<file path="config.mk">
export PLATFORM = sky130hd
export DESIGN_NAME = imm_extend_pipe
export DESIGN_NICKNAME = d
export VERILOG_FILES = /design/src/rtl/imm_extend_pipe.sv
export SDC_FILE = /design/constraint.sdc
export NUM_CORES = 1
export LEC_CHECK = 0
export ABC_AREA = 1
export BUFFER_PORTS_ARGS = -buffer_cell sky130_fd_sc_hd__buf_2
export CORE_ASPECT_RATIO = 1.1
export CORE_UTILIZATION = 59
export CTS_BUF_LIST = sky130_fd_sc_hd__clkbuf_4 sky130_fd_sc_hd__clkbuf_8
export DETAILED_ROUTE_END_ITERATION = 6
export HOLD_SLACK_MARGIN = 0.06
export PLACE_DENSITY = 0.87
export SYNTH_ARGS = -nofsm -noshare
export SYNTH_HDL_FRONTEND = slang
export SYNTH_SLANG_ARGS = --single-unit
</file>
<file path="constraint.sdc">
create_clock -name clk -period 1.7 [get_ports clk]
set_clock_uncertainty 0.1 [all_clocks]
set_input_delay 0 -clock clk [delete_from_list [all_inputs] [get_ports clk]]
set_output_delay 0 -clock clk [all_outputs]
set_load 0.02 [all_outputs]
</file>
<file path="src/rtl/imm_extend_pipe.sv">
// Immediate-field extender (SEXT / ZEXT / SEXT_SHL / SEXT_NEG) feeding a
// 2-entry ready/valid output FIFO, with a wrapping output-handshake counter.
module imm_extend_pipe #(
  parameter int IN_W  = 10,
  parameter int OUT_W = 32,
  parameter int CNT_W = 16
) (
  input  logic             clk,
  input  logic             rst_n,
  input  logic             in_valid,
  output logic             in_ready,
  input  logic [IN_W-1:0]  in_data,
  input  logic [1:0]       in_mode,
  input  logic [1:0]       in_shamt,
  output logic             out_valid,
  input  logic             out_ready,
  output logic [OUT_W-1:0] out_data,
  output logic             out_neg,
  output logic [CNT_W-1:0] xfer_cnt
);

  if (IN_W < 2) begin : g_bad_in_w
    $error("imm_extend_pipe: IN_W must be >= 2");
  end
  if (OUT_W <= IN_W) begin : g_bad_out_w
    $error("imm_extend_pipe: OUT_W must be greater than IN_W");
  end

  typedef enum logic [1:0] {
    EMPTY = 2'd0,
    ONE   = 2'd1,
    FULL  = 2'd2
  } occ_t;

  typedef enum logic [1:0] {
    MODE_SEXT     = 2'b00,
    MODE_ZEXT     = 2'b01,
    MODE_SEXT_SHL = 2'b10,
    MODE_SEXT_NEG = 2'b11
  } mode_t;

  occ_t state_q, state_d;

  logic [OUT_W-1:0] sext, zext, res;
  logic [OUT_W-1:0] head_data, tail_data;
  logic             head_neg, tail_neg;
  logic             push, pop;
  logic             head_we, head_from_tail, tail_we;

  assign sext = {{(OUT_W-IN_W){in_data[IN_W-1]}}, in_data};
  assign zext = {{(OUT_W-IN_W){1'b0}}, in_data};

  always_comb begin
    res = sext;
    unique case (mode_t'(in_mode))
      MODE_SEXT:     res = sext;
      MODE_ZEXT:     res = zext;
      MODE_SEXT_SHL: res = sext << in_shamt;
      MODE_SEXT_NEG: res = -sext;
      default:       res = sext;
    endcase
  end

  assign in_ready  = rst_n && (state_q != FULL);
  assign out_valid = (state_q != EMPTY);
  assign out_data  = head_data;
  assign out_neg   = head_neg;
  assign push      = in_valid && in_ready;
  assign pop       = out_valid && out_ready;

  // Head always holds the oldest entry; a simultaneous push/pop with one
  // entry overwrites the head directly instead of going through the tail.
  always_comb begin
    state_d        = state_q;
    head_we        = 1'b0;
    head_from_tail = 1'b0;
    tail_we        = 1'b0;
    unique case (state_q)
      EMPTY: begin
        if (push) begin
          state_d = ONE;
          head_we = 1'b1;
        end
      end
      ONE: begin
        if (push && pop) begin
          head_we = 1'b1;
        end else if (push) begin
          state_d = FULL;
          tail_we = 1'b1;
        end else if (pop) begin
          state_d = EMPTY;
        end
      end
      FULL: begin
        if (pop) begin
          state_d        = ONE;
          head_we        = 1'b1;
          head_from_tail = 1'b1;
        end
      end
      default: state_d = EMPTY;
    endcase
  end

  always_ff @(posedge clk) begin
    if (!rst_n) begin
      state_q   <= EMPTY;
      head_data <= '0;
      head_neg  <= 1'b0;
      tail_data <= '0;
      tail_neg  <= 1'b0;
      xfer_cnt  <= '0;
    end else begin
      state_q <= state_d;
      if (head_we) begin
        head_data <= head_from_tail ? tail_data : res;
        head_neg  <= head_from_tail ? tail_neg : res[OUT_W-1];
      end
      if (tail_we) begin
        tail_data <= res;
        tail_neg  <= res[OUT_W-1];
      end
      if (pop) begin
        xfer_cnt <= xfer_cnt + CNT_W'(1);
      end
    end
  end

endmodule

</file>
==> summary.md <==
| Metric | Value |
|---|---|
| Status | `completed` |
| Worst path cell trace | `nor3_2, nand2_2, inv_2, buf_12, nand2_1, a21oi_1` |
| Starting Density | `between 60% and 70%` |
| Hold WS | `a little under 100 ps` |
| Final worst path period share | `around 100%` |
| Die Span X | `roughly 80 um` |
| Async SR Flop Fraction | `0%` |
| DIE AREA | `a little over 0.007 mm^2` |
| Placed Area | `approximately 0.0045 mm^2` |
| Largest net degree at the start of global routing | `46` |
| Register bit total from synthesis | `74` |
| Setup CP Type | `flop to flop` |
| Mapped Cells | `between 600 and 700` |
| LEAKAGE | `between 2 and 2.5 nW` |
| CP Capture Type | `flop` |
| Vias per cell | `approximately 5.7` |
| Final hold vios | `0` |
| Layout Nets | `just over 700` |
| Crit start category | `flop` |
| Hold endpoint | `tail_data[7]` |
| RSZ-0062 raised after global routing | `yes` |
| Worst R2R Setup Slack | `between 20 and 30 ps` |
| IO Pins | `between 60 and 70` |
| DR vias | `around 4500` |
| Total power | `around 0.0038 W` |
| Final Core Density | `between 70% and 80%` |
| Worst EP arrival | `about 1900 ps` |
| Register area share after synthesis | `between 30% and 40%` |
| RR Endpoint | `out_data[19]` |
| Reg2Reg Depth | `6` |
| Final HPWL from detailed placement | `~8.0 mm` |
| Die Ht | `between 80 and 90 um` |
| I/O Buffers | `~70` |
| Routed len/inst | `14.96 um` |
| Cell Area, Synth | `between 0.003 and 0.004 mm^2` |
| Placer congestion estimate | `roughly 0.96` |
| Max_slew headroom | `66.13%` |
| Synth area leader | `dfxtp_1` |
| Cell Pwr Density | `slightly below 800 mW/mm^2` |
| R2R Path Start | `state_q[1]` |
| CTS tree | `yes` |
| Worst min path class | `primary input to flop` |
| TritonCTS Buffers | `9` |
| Clock buffer depth | `2` |
| Number of diodes | `0` |
| Clk_lat worst skew | `about 350 ps` |
| Mapped Avg Cell Area | `approximately 6.6 um^2` |
| Ranking of synthesized cells by area | `dfxtp_1 37%, nand2_1 13%, nor2_1 6.7%, a21oi_1 6.4%, inv_1 6.2%` |
| Synth unique cells | `31` |
| Remaining global-route overflow | `0` |
| P&R area growth vs syn | `21.37%` |
| Antenna-violating nets left | `0` |
| DRT iter0 DRCs | `350` |
| Yosys top cell area share | `a little under two fifths` |
| Sink Count | `74` |
| Max Cap Viol | `0` |
| Hold depth | `6` |
| Row count | `30` |
| Critical Path Max Stage Delay | `350 ps` |
| Peak supply drop | `0.4508 mV` |
| Initial antenna violation count | `0` |
| Final setup viols | `0` |
| Drt drc | `0` |
| Critical-path maximum fanout | `13` |
| DRT Wirelength | `11.63 mm` |
| Hold_sp | `in_data[7]` |
| Commonest non-fill, non-tap cell in the layout | `nand2_1` |
| Ys Warns | `0` |
| DR pass1 iterations | `5` |
| H-tree Lvls | `3` |
| Max-slew violation count | `0` |
| Max Fclk | `roughly 600 MHz` |
| Final instance area | `a little under 0.005 mm^2` |
| Number of global-route vias before repair | `~4200` |
| Critical Path RT | `between 1500 and 2000 ps` |
| Clock Tree Root | `clkbuf_8` |
| First-pass GRT wire length | `around 19 mm` |
| Number of synthesized flops with an enable pin | `0` |
| CTS clk-pin slew, worst paths | `around 80 ps` |
| Layout cells sized above 1 | `about a fifth` |
| Commonest cells after routing, fill and taps aside | `132 x nand2_1, 71 x nor2_1, 70 x dfxtp_1, 68 x buf_2, 65 x inv_1` |
| Syn_nets | `roughly 630` |
| Fin crit period | `1673 ps` |
| Top FF cell, synth | `dfxtp_1` |
| Worst-Margin Slew | `between 500 and 600 ps` |
| Slowest cell on crit path | `dfxtp_2` |
| Total global-route track usage | `approximately a third` |
| Core area | `roughly 0.0063 mm^2` |
## cell usage after synthesis (all sizes together) (7+ instances only)
cell and instances:
o21ai 59, nand4 7, a31oi 11, a21oi 51
nor2 72, clkbuf 9, buf 22, nand2 136
nand3 44, ha 9, inv 72, dfxtp 74
nor3 16
## logic make-up (layout without fill, tap and decap cells)
group | count (synthesis) | count (layout) | synth area share [%]
adders and majority gates | 9 | 9 | 2.836
AOI/OAI and AO/OA | 132 | 132 | 18.18
buffers and inverters | 104 | 200 | 11.47
xor gates and xnor gates | 2 | 2 | 0.4413
DFF | 74 | 74 | 37.31
and+or+nand+nor | 280 | 280 | 29.75
## power by group
part	total, W	switching (W)	internal (W)
Clock	0.00134	0.000671	0.000670
Combinational	0.000603	0.000390	0.000214
Sequential	0.00182	0.0000322	0.00179
Total	0.00377	0.00109	0.00267
## metrics by stage
step | setup WS (ps) | TNS (ps) | instances
after floorplan | 95.42 | 0 | 601
after global placement | -5.842 | -7.226 | 749
after detailed placement | -95.92 | -586.6 | 749
after CTS | 44.79 | 0 | 777
after global routing | -47.26 | -306.9 | 777
final | 27.14 | 0 | 777
## worst max path at each step
| stage | startpoint | to | cells after the start |
|---|---|---|---|
| after floorplan | xfer_cnt[0] | xfer_cnt[12] | 8 |
| after global placement | in_data[2] | out_data[9] | 11 |
| after detailed placement | in_data[0] | tail_data[23] | 10 |
| after CTS | state_q[1] | out_data[26] | 5 |
| after global routing | state_q[1] | out_data[5] | 8 |
| final | state_q[1] | out_data[19] | 6 |
## registers in the layout, summed over array words and instances, names as in the netlist
register,cells
out_data,28
tail_data,28
xfer_cnt,16
state_q,2
## worst max-delay path, delay by kind of cell (launching register included)
kind            cells  cell delay (ps)
buf+inv             2              410
compound gates      1              120
simple gates        3              630
flops               1              350
## layer usage
layer	global-route usage, %	vias up	wire length, um	part of all wire [%]
li1	-	2148	-	-
met1	39.91	2032	4619	40
met2	60.84	232	5746	49
met3	5.625	44	797	6.9
met4	19.32	0	464	4.0
met5	0	-	0	0
## final cells by class
type                       count  area [um^2]
tap                           80        100.1
clock inverter                 3        21.27
fill                         483         1525
clock buffer                  13        172.7
multi-input combinational    423         2056
sequential                    74         1486
inverter                      73        276.5
timing repair buffer         111        705.7
## timing repair
action	4_1_cts	5_1_grt
endpoints found under the setup margin	1	30
pin swaps	0	1
hold buffers	12	0
resized for setup	2	13
endpoints found under the hold margin	19	0
buffers inserted	0	0
(Power assumes the default switching activity.)
